<file path="src/rtl/spi_pkg.sv">
// Shared types for the SPI receive frame controller.
//   spi_rx_state_t  : frame sequencer states
//   sample_on_rise  : true when the sampling sck edge is the rising edge
package spi_pkg;

  typedef enum logic [1:0] {
    IDLE,
    ACTIVE,
    LATCH,
    DONE
  } spi_rx_state_t;

  // Modes 0 and 3 sample on the rising edge, modes 1 and 2 on the falling edge.
  function automatic logic sample_on_rise(input logic cpol, input logic cpha);
    return cpol == cpha;
  endfunction

endpackage

</file>
<file path="src/rtl/spi_edge_sync.sv">
// Multi-flop synchronizer for one asynchronous SPI pin with edge detection.
// Ports:
//   clk, rst : system clock, synchronous active-high reset
//   din      : raw asynchronous input
//   dout     : synchronized level (last synchronizer stage)
//   rise     : 1-clk pulse when dout has just gone 0->1
//   fall     : 1-clk pulse when dout has just gone 1->0
module spi_edge_sync #(
  parameter int unsigned STAGES  = 2,
  parameter logic        RST_VAL = 1'b0
) (
  input  logic clk,
  input  logic rst,
  input  logic din,
  output logic dout,
  output logic rise,
  output logic fall
);

  logic [STAGES-1:0] sync;
  logic              hist;

  always_ff @(posedge clk) begin
    if (rst) begin
      sync <= {STAGES{RST_VAL}};
      hist <= RST_VAL;
    end else begin
      sync <= {sync[STAGES-2:0], din};
      hist <= sync[STAGES-1];
    end
  end

  // Edges compare the last stage with its one-cycle-old copy, so data taken
  // from dout of a sibling instance lines up with these strobes.
  assign dout = sync[STAGES-1];
  assign rise = dout & ~hist;
  assign fall = ~dout & hist;

endmodule

</file>
<file path="src/rtl/spi_rx_frame_ctrl.sv">
// Sequences an external SPI deserializer for the receiver's slave port.
// Ports:
//   clk, rst           : system clock, synchronous active-high reset
//   sck, cs_n, mosi    : raw asynchronous SPI pins
//   mosi_s             : synchronized mosi, aligned with sck_sample_edge
//   sck_sample_edge    : strobe to deserializer, shift mosi_s (frame active only)
//   cs_n_falling_edge  : strobe to deserializer, clear shift register
//   des_data           : deserializer parallel output
//   rx_data/rx_first   : captured word and first-in-frame flag
//   rx_valid/rx_ready  : holding-register handshake
//   frame_active       : frame in progress
//   frame_done/err     : end-of-frame pulse, error if partial word
//   overrun/overrun_clr: sticky dropped-word flag and its clear
module spi_rx_frame_ctrl
  import spi_pkg::*;
#(
  parameter int unsigned DW          = 16,
  parameter bit          CPOL        = 1'b0,
  parameter bit          CPHA        = 1'b0,
  parameter int unsigned SYNC_STAGES = 2
) (
  input  logic          clk,
  input  logic          rst,
  input  logic          sck,
  input  logic          cs_n,
  input  logic          mosi,
  output logic          mosi_s,
  output logic          sck_sample_edge,
  output logic          cs_n_falling_edge,
  input  logic [DW-1:0] des_data,
  output logic [DW-1:0] rx_data,
  output logic          rx_first,
  output logic          rx_valid,
  input  logic          rx_ready,
  output logic          frame_active,
  output logic          frame_done,
  output logic          frame_err,
  output logic          overrun,
  input  logic          overrun_clr
);

  localparam int unsigned    CW    = $clog2(DW);
  localparam logic [CW-1:0]  LAST  = CW'(DW - 1);
  localparam int unsigned    FLUSH = SYNC_STAGES + 1;
  localparam logic           RISE  = sample_on_rise(CPOL, CPHA);

  logic sck_s, sck_rise, sck_fall;
  logic cs_s, cs_rise, cs_fall;
  logic mosi_rise_unused, mosi_fall_unused;

  spi_edge_sync #(.STAGES(SYNC_STAGES), .RST_VAL(CPOL)) u_sck_sync (
    .clk(clk), .rst(rst), .din(sck), .dout(sck_s), .rise(sck_rise), .fall(sck_fall)
  );
  spi_edge_sync #(.STAGES(SYNC_STAGES), .RST_VAL(1'b1)) u_cs_sync (
    .clk(clk), .rst(rst), .din(cs_n), .dout(cs_s), .rise(cs_rise), .fall(cs_fall)
  );
  spi_edge_sync #(.STAGES(SYNC_STAGES), .RST_VAL(1'b0)) u_mosi_sync (
    .clk(clk), .rst(rst), .din(mosi), .dout(mosi_s),
    .rise(mosi_rise_unused), .fall(mosi_fall_unused)
  );

  logic sample_edge;
  assign sample_edge       = RISE ? sck_rise : sck_fall;
  assign cs_n_falling_edge = cs_fall;

  spi_rx_state_t state, state_next;
  logic [CW-1:0] bit_cnt;
  logic          first_flag;
  logic          cnt_inc, cnt_clr, frame_start, load_slot;
  logic          capture;

  // A reset taken mid-frame leaves cs_n low; its reset value of 1 would then
  // look like a fresh falling edge. Frames are only armed once the chain has
  // flushed after reset and cs_n is genuinely seen high.
  logic [FLUSH-1:0] flush;
  logic             armed;

  always_ff @(posedge clk) begin
    if (rst) state <= IDLE;
    else     state <= state_next;
  end

  always_comb begin
    state_next      = state;
    cnt_inc         = 1'b0;
    cnt_clr         = 1'b0;
    frame_start     = 1'b0;
    load_slot       = 1'b0;
    sck_sample_edge = 1'b0;
    frame_active    = 1'b0;
    frame_done      = 1'b0;
    frame_err       = 1'b0;
    unique case (state)
      IDLE: begin
        if (cs_fall && armed) begin
          state_next  = ACTIVE;
          cnt_clr     = 1'b1;
          frame_start = 1'b1;
        end
      end
      ACTIVE: begin
        frame_active    = 1'b1;
        sck_sample_edge = sample_edge;
        if (sample_edge) begin
          if (bit_cnt == LAST) begin
            cnt_clr    = 1'b1;
            state_next = LATCH;
          end else begin
            cnt_inc = 1'b1;
          end
        end
        if (cs_rise) state_next = DONE;
      end
      LATCH: begin
        frame_active = 1'b1;
        load_slot    = 1'b1;
        state_next   = cs_rise ? DONE : ACTIVE;
      end
      DONE: begin
        frame_done = 1'b1;
        frame_err  = (bit_cnt != '0);
        cnt_clr    = 1'b1;
        state_next = IDLE;
      end
      default: state_next = IDLE;
    endcase
  end

  assign capture = load_slot && (!rx_valid || rx_ready);

  always_ff @(posedge clk) begin
    if (rst) begin
      bit_cnt    <= '0;
      first_flag <= 1'b0;
      rx_data    <= '0;
      rx_first   <= 1'b0;
      rx_valid   <= 1'b0;
      overrun    <= 1'b0;
      flush      <= '0;
      armed      <= 1'b0;
    end else begin
      flush <= {flush[FLUSH-2:0], 1'b1};
      if (flush[FLUSH-1] && cs_s) armed <= 1'b1;

      if (cnt_clr)      bit_cnt <= '0;
      else if (cnt_inc) bit_cnt <= bit_cnt + 1'b1;

      if (frame_start) first_flag <= 1'b1;
      else if (capture) first_flag <= 1'b0;

      if (capture) begin
        rx_data  <= des_data;
        rx_first <= first_flag;
        rx_valid <= 1'b1;
      end else if (rx_ready) begin
        rx_valid <= 1'b0;
      end

      if (load_slot && !capture) overrun <= 1'b1;
      else if (overrun_clr)      overrun <= 1'b0;
    end
  end

endmodule

</file>
<file path="config.mk">
export PLATFORM = sky130hd
export DESIGN_NAME = spi_rx_frame_ctrl
export DESIGN_NICKNAME = d
export VERILOG_FILES = /design/src/rtl/spi_pkg.sv /design/src/rtl/spi_edge_sync.sv /design/src/rtl/spi_rx_frame_ctrl.sv
export SDC_FILE = /design/constraint.sdc
export NUM_CORES = 1
export LEC_CHECK = 0
export CAP_MARGIN = 20
export CELL_PAD_IN_SITES_DETAIL_PLACEMENT = 0
export CELL_PAD_IN_SITES_GLOBAL_PLACEMENT = 1
export CORE_ASPECT_RATIO = 0.8
export CORE_MARGIN = 1
export CORE_UTILIZATION = 37
export DETAILED_ROUTE_END_ITERATION = 8
export PLACE_DENSITY_LB_ADDON = 0.1
export SYNTH_ARGS = -nofsm -noshare
export SYNTH_HDL_FRONTEND = slang
export SYNTH_SLANG_ARGS = --single-unit
</file>
<file path="constraint.sdc">
create_clock -name clk -period 3.9 [get_ports clk]
set_clock_uncertainty 0.1 [all_clocks]
set_input_delay 0.39 -clock clk [delete_from_list [all_inputs] [get_ports clk]]
set_output_delay 0.39 -clock clk [all_outputs]
set_load 0.05 [all_outputs]
</file>
# Word-level counts from Yosys, hierarchy flattened
# Cells that the tools add are included.
[classes] addsub=1 mul=0 n_div=0 magnitude_cmp=0 n_eq_ne=7 n_shift=0 mux=26 bitwise=6 reduce_logical=15
[ops] operator="two-way mux 1 bit" n=19
[ops] operator="two-way mux 2 bit" n=5
[ops] operator="case mux 2 bit (4 select lines)" n=1
[ops] operator="inequality test 3 bit, second input constant" n=2
[ops] operator="nonzero test 2 bit" n=3
[ops] operator="adder 4 x 1 -> 4 bit, second input constant" n=1
[ops] operator="equality test 2 bit, second input constant" n=2
[ops] operator="equality test 4 bit, second input constant" n=1
[ops] operator="logical AND 1 bit" n=4
[ops] operator="nonzero test 4 bit" n=1
[ops] operator="OR reduction 2 bit" n=2
[ops] operator="bitwise AND 1 bit" n=3
[ops] operator="NOT 1 bit" n=3
[ops] operator="case mux 1 bit (3 select lines)" n=1
[ops] operator="AND reduction 3 bit" n=1
[ops] operator="equality test 2 x 1 -> 1 bit, second input constant" n=1
[ops] operator="zero test 1 bit" n=2
[ops] operator="zero test 2 bit" n=1
[ops] operator="inequality test 2 bit, second input constant" n=1
[ops] operator="logical OR 1 bit" n=1
[totals] regBits=38 latch_bits=0 ram_bits=0 romBits=0 in_bits=23 out_inout_bits=25 memories=0

# Depth between registers and ports, before layout
# Gate-level depths: netlist of the first run.
[depth] ltp_word=6 mapped_depth=7

# Cells and area by module
# A second synthesis of the first run with hierarchy kept.
[hier_totals] hier_cells=177 area_unflattened_um2=1610.3
[by_module_without_submodules] module="spi_rx_frame_ctrl" instances=1 cells_each=153 area_each_um2=1335.0 seq_area_each_um2=600.6
[by_module_without_submodules] module="spi_edge_sync (u_mosi_sync ...)" instances=2 cells_each=8 area_each_um2=91.3 seq_area_each_um2=60.1
[by_module_without_submodules] module="spi_edge_sync (u_cs_sync)" instances=1 cells_each=8 area_each_um2=92.6 seq_area_each_um2=60.1

# Least setup slack after synthesis of the first run
# No wires, ideal clock.
[synth_timing] kind="register to output" startpoint="register state[0]" endpoint="output port frame_err" arrival_time_ps=2118 setup_slack_ps=1292 path_stages_with_launch=3 path_cell_list="dfxtp_1 > ha_1 > a21boi_0"
[synth_via] elab_chain_cells=2
[synth_lines] item="from (decl)" line_no="spi_rx_frame_ctrl.sv:66" source="spi_rx_state_t state, state_next;"
[synth_lines] item="from (signal assigned)" line_no="spi_rx_frame_ctrl.sv:80" source="else state <= state_next;"
[synth_lines] item="equality test 2 bit" line_no="spi_rx_frame_ctrl.sv:93" source="unique case (state)"
[synth_lines] item="two-way mux 1 bit" line_no="spi_rx_frame_ctrl.sv:93"
[synth_lines] item="to (decl)" line_no="spi_rx_frame_ctrl.sv:37" source="output logic frame_err,"
# No other way between the ends.

# Worst setup path in the final report of the first run
[layout_timing] startpoint="register state[1]" endpoint="output port sck_sample_edge"
[layout_via] elab_chain_cells=2
[layout_lines] item="equality test 2 x 1 -> 1 bit" line_no="spi_rx_frame_ctrl.sv:93"
[layout_lines] item="two-way mux 1 bit" line_no="spi_rx_frame_ctrl.sv:93"
[layout_lines] item="to (decl)" line_no="spi_rx_frame_ctrl.sv:28" source="output logic sck_sample_edge,"
# No other way between the ends.

==> results of run 1 <==
cell usage after synthesis, drive strengths merged:
cell type,number,share of area
and2b,2,0.012
nor2b,11,0.047
o21a,1,0.0046
inv,7,0.016
nor2,16,0.037
clkbuf,2,0.0046
o22ai,1,0.0039
xor2,1,0.0054
nand3b,2,0.0093
ha,7,0.054
a211oi,1,0.012
o2bb2ai,2,0.011
a21oi,22,0.091
nor3,1,0.0031
nand2,35,0.097
a22oi,1,0.0046
a211o,1,0.0054
and3,1,0.0070
nor4,1,0.0077
and3b,1,0.0054
xnor2,2,0.011
buf,6,0.026
a221oi,1,0.0093
a21boi,1,0.0046
or2,3,0.012
dfxtp,38,0.47
nand3,3,0.0093
o21ai,2,0.0085
a221o,1,0.0062
nand2b,1,0.0039
sequential cells by signal, indices dropped and copies added, names as in the netlist:
| register | cells |
|---|---|
| armed | 1 |
| bit_cnt | 4 |
| first_flag | 1 |
| flush | 3 |
| overrun | 1 |
| rx_data | 16 |
| rx_first | 1 |
| rx_valid | 1 |
| state | 2 |
| u_cs_sync.hist | 1 |
| u_cs_sync.sync | 2 |
| u_mosi_sync.sync | 2 |
| u_sck_sync.hist | 1 |
| u_sck_sync.sync | 2 |
cell type report:
class / count / area (sq um) / area share
timing repair buffer: 49 / 485 / 0.219
inverter: 7 / 26.3 / 0.0119
multi-input combinational: 121 / 779 / 0.352
clock buffer: 7 / 86.3 / 0.0390
tap: 57 / 71.3 / 0.0322
sequential: 38 / 761 / 0.344
clock inverter: 1 / 5.00 / 0.00226
stage by stage:
stage / power (mW) / instance area [sq um] / std cells / setup WS [ns]
detailed placement: 0.577 / 2120 / 272 / 1.63
floorplan: 0.524 / 1620 / 174 / 1.29
finish: 0.837 / 2210 / 280 / 1.32
global placement: 0.572 / 2120 / 272 / 1.70
CTS: 0.850 / 2210 / 280 / 1.31
global route: 0.884 / 2210 / 280 / 1.18
routing by layer:
metal	up-vias	GRT usage	wire length (microns)
li1	665	-	-
met1	593	0.177	1550
met2	36	0.252	1510
met3	8	0.0474	175
met4	0	0.0824	59
met5	-	0	0
worst max-delay path: cells and delay by family, from the launching register on:
| family | cells | cell delay, ns |
|---|---|---|
| and+or+nand+nor | 1 | 0.14 |
| adders and majority gates | 1 | 0.21 |
| buffers and inverters | 3 | 1.11 |
| DFF | 1 | 0.36 |
cells in the final DEF (no fill, tap or decap), drive strengths merged, types with 3 or more instances in the layout:
master         instances
a21oi                 22
nand2                 35
inv                    7
clkdlybuf4s50         47
clkbuf                 7
nand3                  3
nor2                  16
nor2b                 11
or2                    3
dfxtp                 38
ha                     7
power by group through the flow:
stage	combinational (mW)	sequential (mW)	clock, mW
after floorplan	0.0949	0.430	0
final	0.158	0.410	0.268
after global routing	0.173	0.411	0.300
after detailed placement	0.158	0.419	0
after global placement	0.154	0.418	0
after CTS	0.159	0.410	0.281
worst max path at each step:
stage / slack, ns / from / cells after the start / to
after floorplan: 1.29 / state[0]$_SDFFE_PP0P_ / 2 / frame_err
after global placement: 1.70 / state[1]$_SDFFE_PP0P_ / 5 / sck_sample_edge
after detailed placement: 1.63 / state[1]$_SDFFE_PP0P_ / 5 / sck_sample_edge
after CTS: 1.31 / state[1]$_SDFFE_PP0P_ / 5 / sck_sample_edge
after global routing: 1.18 / state[1]$_SDFFE_PP0P_ / 5 / sck_sample_edge
final: 1.32 / state[1]$_SDFFE_PP0P_ / 5 / sck_sample_edge
kinds of logic after synthesis:
group | Yosys count
flip-flops | 38
AO/OA/AOI/OAI | 34
XOR/XNOR | 3
adder cells (fa/ha/maj) | 7
AND/OR/NAND/NOR | 77
buffers and inverters | 15
==> summary.txt, run 1 <==
Timing
  – Unrepaired setup endpoints after global routing: no
  – Fmax achieved: between 300 and 400 MHz
  – Crit path time final: ~2.6 ns
  – Final hold vios: 0
  – WHS: 0.318 ns
  – Setup_tns: 0 ns
  – Setup violators final: 0
  – Final Slew Violations: 0
  – Slew HR: 0.542
  – Part of the cycle the worst path needs: 0.662
  – Worst-margin pin slew: approximately 0.7 ns

CTS
  – CTS tree: built
  – Resized cells post-CTS: 0
  – H-Tree Depth: 2
  – Clk_lat worst skew: roughly 0.28 ns
  – Root Buffer: clkbuf_8
  – Setup bufs post-CTS: 0
  – TritonCTS Buffers: 5
  – Post-CTS Hold Fix Bufs: 0
  – Bufs on Longest Clock Path: 2
  – Clk slew on worst S/H paths: 0.07 ns
  – CTS sink cnt: 38

Setup path
  – Reg2Reg Setup Slack: roughly 2.0 ns
  – Worst setup SP type: flip-flop
  – Slowest stage cell, crit path: clkdlybuf4s50_1
  – CP Cell Sequence: inv_1 -> ha_1 -> nand3b_1 -> inv_1 -> clkdlybuf4s50_1
  – Worst setup EP type: primary output
  – Most used cell, CP: inv_1
  – Arr. time, crit path: between 2 and 2.5 ns
  – Reg2Reg Depth: 6
  – Critical setup path kind: reg2out
  – RR Endpoint: rx_data[7]$_SDFFE_PP0P_
  – Max stage delay on crit path: 0.82 ns
  – Reg2reg start: state[0]$_SDFFE_PP0P_
  – Req. time, crit path: 3.41 ns
  – Max FO, Critical Path: 5

Power
  – Part of the power in combinational logic: 0.189
  – Clock share of power: 0.320
  – Sw frac: 0.271
  – Leakage: between 0.7 and 0.8 nW
  – Reg power frac: 0.491
  – Peak VDD IR: 0.233 mV
  – Psw: approximately 0.23 mW
  – PD cells: ~380 nW/um^2
  – Internal Pwr Total: 0.610 mW

Drt
  – DRT antenna net count: 0
  – Routed WL: 3.29 mm
  – Drt drc: 0
  – Wirelength per Cell: 11.7 microns
  – Drt via density: roughly 4.7
  – DRT Pass-1 Iters: 4
  – Iteration-0 DRC Markers: 20
  – DR vias: 1,302

Layout
  – Layout fillers: 382
  – ANT cells: 0
  – Share of cells above drive strength 1: 0.179
  – Final net count: roughly 250
  – Synth-to-layout area growth: 37.0%
  – Final Util: 0.530

Place
  – # port buffers: between 40 and 50
  – Routability cong.: 0.802
  – Dpl hpwl: roughly 2.5 mm

Worst hold path
  – Worst Hold End: u_cs_sync.sync[1]$_SDFF_PP1_
  – Hold path startpoint: u_cs_sync.sync[0]$_SDFF_PP1_
  – Hold path depth: 1
  – Hold WC Path Type: reg2reg

Die
  – Vert. Die Dim: 61.1 microns
  – Starting density of the core: 0.387
  – Die Wd: roughly 76 microns
  – Ports: 48
  – Core footprint: approximately 4200 sq um
  – Cell Rows: 21
  – Die area: about 4600 sq um

Logic synthesis
  – Distinct cells, synth: 38
  – Mapped Cells: between 150 and 200
  – Avg Synthesized Cell Area: 9.29 sq um
  – Synth Warn #: 0
  – Mapped cell area: 1620 sq um
  – Simple-gate share of the synthesized area: 0.250
  – Seq/Total Area, Yosys: 0.471
  – Post-synthesis mux area share: 0
  – Seq cells post-synth: 38
  – Largest family of logic cells by synthesized area: simple AND/OR/NAND/NOR gates
  – Complex-gate fraction of the synthesized area: 0.162
  – Syn Nets: about 200
  – XOR/XNOR Fraction of Synth Area: 0.0163
  – Adder-Cell Fraction of Synth Area: 0.0542

Global route
  – Remaining Overflow, GRT: 0
  – Vias in the first global route: ~1,200
  – Initial antenna violation count: 0
  – Largest net degree at the start of global routing: 21
  – Overall Global Routing Usage: 0.150
  – Global-route wire length before repair: about 5.3 mm

Job
  – Max-Cap Viols: 0

Status
  – Outcome: completed
Note: power is estimated with default switching activity, not from simulation.
==> inputs of run 2 (changes only) <==
- CORE_UTILIZATION: 37 -> 31
- clock period: 3.9 -> 2.2 ns (I/O delays scaled with it)
==> run 2 against run 1 <==
Compared with the run above: critical endpoint is now frame_done; die area is 19% higher; cell count is 2.9% higher; first-iteration DRC count is 80% higher; highest routed layer unchanged; global-route usage is 1.7 points lower; critical path depth is 3 lower; register-to-register slack worse by 1.5 ns; non-clock buffer count is 3 higher; power is 110% higher.
==> summary.txt, run 2 (same netlist as run 1, synthesis figures left out) <==
Status
  – Outcome: completed

Setup path
  – Reg2reg start: state[1]$_SDFFE_PP0P_
  – Req. time, crit path: 1.88 ns (-1.53 ns)
  – Reg2Reg Setup Slack: 0.50 ns (-1.48 ns)
  – Worst setup EP type: primary output
  – Worst setup SP type: flip-flop
  – Arr. time, crit path: 1.76 ns (-0.33 ns)
  – Critical setup path kind: reg2out
  – Crit path launch: state[0]$_SDFFE_PP0P_
  – Max FO, Critical Path: 5 (unchanged)

Place
  – # port buffers: 47 (unchanged)
  – Dpl hpwl: 2.48 mm (+1.2%)
  – Pre-CTS setup slack: 0.421 ns (-1.21 ns)
  – Routability cong.: 0.815 (+1.6%)

Layout
  – Commonest non-fill, non-tap cell in the layout: clkdlybuf4s50_1
  – ANT cells: 0 (unchanged)
  – Multi-input gate area: 779 sq um (unchanged)
  – Seq. cell area: 761 sq um (unchanged)
  – Final net count: 255 (+1.2%)
  – Share of cells above drive strength 1: 0.208 (+0.0286)
  – Layout fillers: 485 (+27%)
  – Largest regs: rx_data x16, bit_cnt x4, flush x3
  – Top reg by flops: rx_data
  – Most frequent cells in the layout: clkdlybuf4s50_1, dfxtp_1, nand2_1, nor2_1, a21oi_1
  – Max reg flops: 16 (unchanged)
  – Synth-to-layout area growth: 41.5%

Die
  – Core footprint: 5010 sq um (+20%)
  – Die area: 5510 sq um (+19%)
  – Starting density of the core: 0.323 (-0.0641)
  – Die Wd: 82.7 microns (+9.0%)
  – Ports: 48 (unchanged)
  – Vert. Die Dim: 66.6 microns (+8.9%)
  – Cell Rows: 23 (+9.5%)

CTS
  – Post-CTS Hold Fix Bufs: 0 (unchanged)
  – H-Tree Depth: 2 (unchanged)
  – Clk slew on worst S/H paths: 0.08 ns (about the same)
  – Bufs on Longest Clock Path: 2 (unchanged)
  – CTS sink cnt: 38 (unchanged)
  – CTS tree: built
  – Clk_lat worst skew: 0.28 ns (about the same)
  – Root Buffer: clkbuf_8
  – Setup bufs post-CTS: 0 (unchanged)
  – TritonCTS Buffers: 5 (unchanged)
  – Resized cells post-CTS: 0 (unchanged)

Timing
  – Final hold vios: 0 (unchanged)
  – Final Slew Violations: 0 (unchanged)
  – Setup violators final: 0 (unchanged)
  – Fmax achieved: about 480 MHz
  – Crit path time final: between 2 and 2.5 ns
  – Setup_tns: 0 ns (unchanged)
  – Unrepaired setup endpoints after global routing: no
  – Worst-margin pin slew: 0.520 ns (-0.168 ns)
  – PnR worst setup slack: 0.117 ns (-1.20 ns)
  – Slew HR: 0.652 (+0.111)
  – Part of the cycle the worst path needs: 0.947

Global route
  – Remaining Overflow, GRT: 0 (unchanged)
  – Global-route wire length before repair: 5.36 mm (+0.90%)
  – Overall Global Routing Usage: 0.132 (-0.0173)
  – Vias in the first global route: 1,236 (+4.4%)
  – Largest net degree at the start of global routing: 20 (-4.8%)
  – Initial antenna violation count: 0 (unchanged)

Worst hold path
  – Hold WC Path Type: reg2reg
  – Hold path startpoint: u_cs_sync.sync[0]$_SDFF_PP1_

Drt
  – DR vias: 1,337 (+2.7%)
  – Wirelength per Cell: 11.8 microns (+0.48%)
  – Routed WL: 3.40 mm (+3.3%)
  – Drt via density: 4.64 (-0.16%)
  – DRT antenna net count: 0 (unchanged)
  – Drt drc: 0 (unchanged)
  – Iteration-0 DRC Markers: 36 (+80%)
  – DRT Pass-1 Iters: 4 (unchanged)

Power
  – Leakage: 0.830 nW (+5.6%)
  – Peak VDD IR: 0.467 mV (+100%)
  – PD cells: 756 nW/um^2 (+100%)

Job
  – Max-Cap Viols: 0 (unchanged)
[run 2: cell count changes in the layout (fill, tap and decap cells not counted), sizes merged]
cell,before,now
clkinv,1,0
bufinv,0,2
buf,2,8
clkdlybuf4s50,47,44
clkbuf,7,6
[run 2: worst paths after layout]
| kind | end | cells past startpoint |
|---|---|---|
| hold reg to reg | u_cs_sync.sync[1]$_SDFF_PP1_ | 1 |
| setup / recovery | frame_done | 2 |
| setup reg to reg | bit_cnt[3]$_SDFFE_PP0P_ | 7 |
| hold / removal | u_cs_sync.sync[1]$_SDFF_PP1_ | 1 |
[run 2: layout make-up]
class,instances,area share
Clock buffer,6,0.0361
Timing Repair Buffer,52,0.219
Sequential cell,38,0.333
Inverter,7,0.0115
Clock inverter,2,0.0263
Tap cell,62,0.0339
Multi-Input combinational cell,121,0.341
[run 2: report_power, final]
group / switching [mW] / internal, mW / leakage (nW)
Clock: 0.239 / 0.484 / 0.0714
Sequential: 0.0173 / 0.710 / 0.309
Combinational: 0.161 / 0.119 / 0.450
[run 2: stage by stage]
| step | hold slack (ns) | power [mW] | std cells | util | instance area (sq um) |
|---|---|---|---|---|---|
| floorplan | 0.224 | 0.930 | 174 | - | 1620 |
| global placement | 0.297 | 1.02 | 280 | 0.428 | 2140 |
| detailed placement | 0.294 | 1.02 | 280 | 0.428 | 2140 |
| CTS | 0.314 | 1.76 | 288 | 0.457 | 2290 |
| global route | 0.337 | 1.81 | 288 | 0.457 | 2290 |
| finish | 0.314 | 1.73 | 288 | 0.457 | 2290 |
[run 2: worst max-delay path, stage by stage, from the launching register on]
cell	delay, ns
dfxtp_1	0.43
ha_1	0.24
clkdlybuf4s50_1	0.82
[run 2: routing by layer]
layer / vias to the layer above / GRT usage / wire length (microns)
met1: 629 / 0.152 / 1550
li1: 666 / - / -
met3: 8 / 0.0493 / 168
met4: 0 / 0.0668 / 59
met5: - / 0 / 0
met2: 34 / 0.213 / 1620
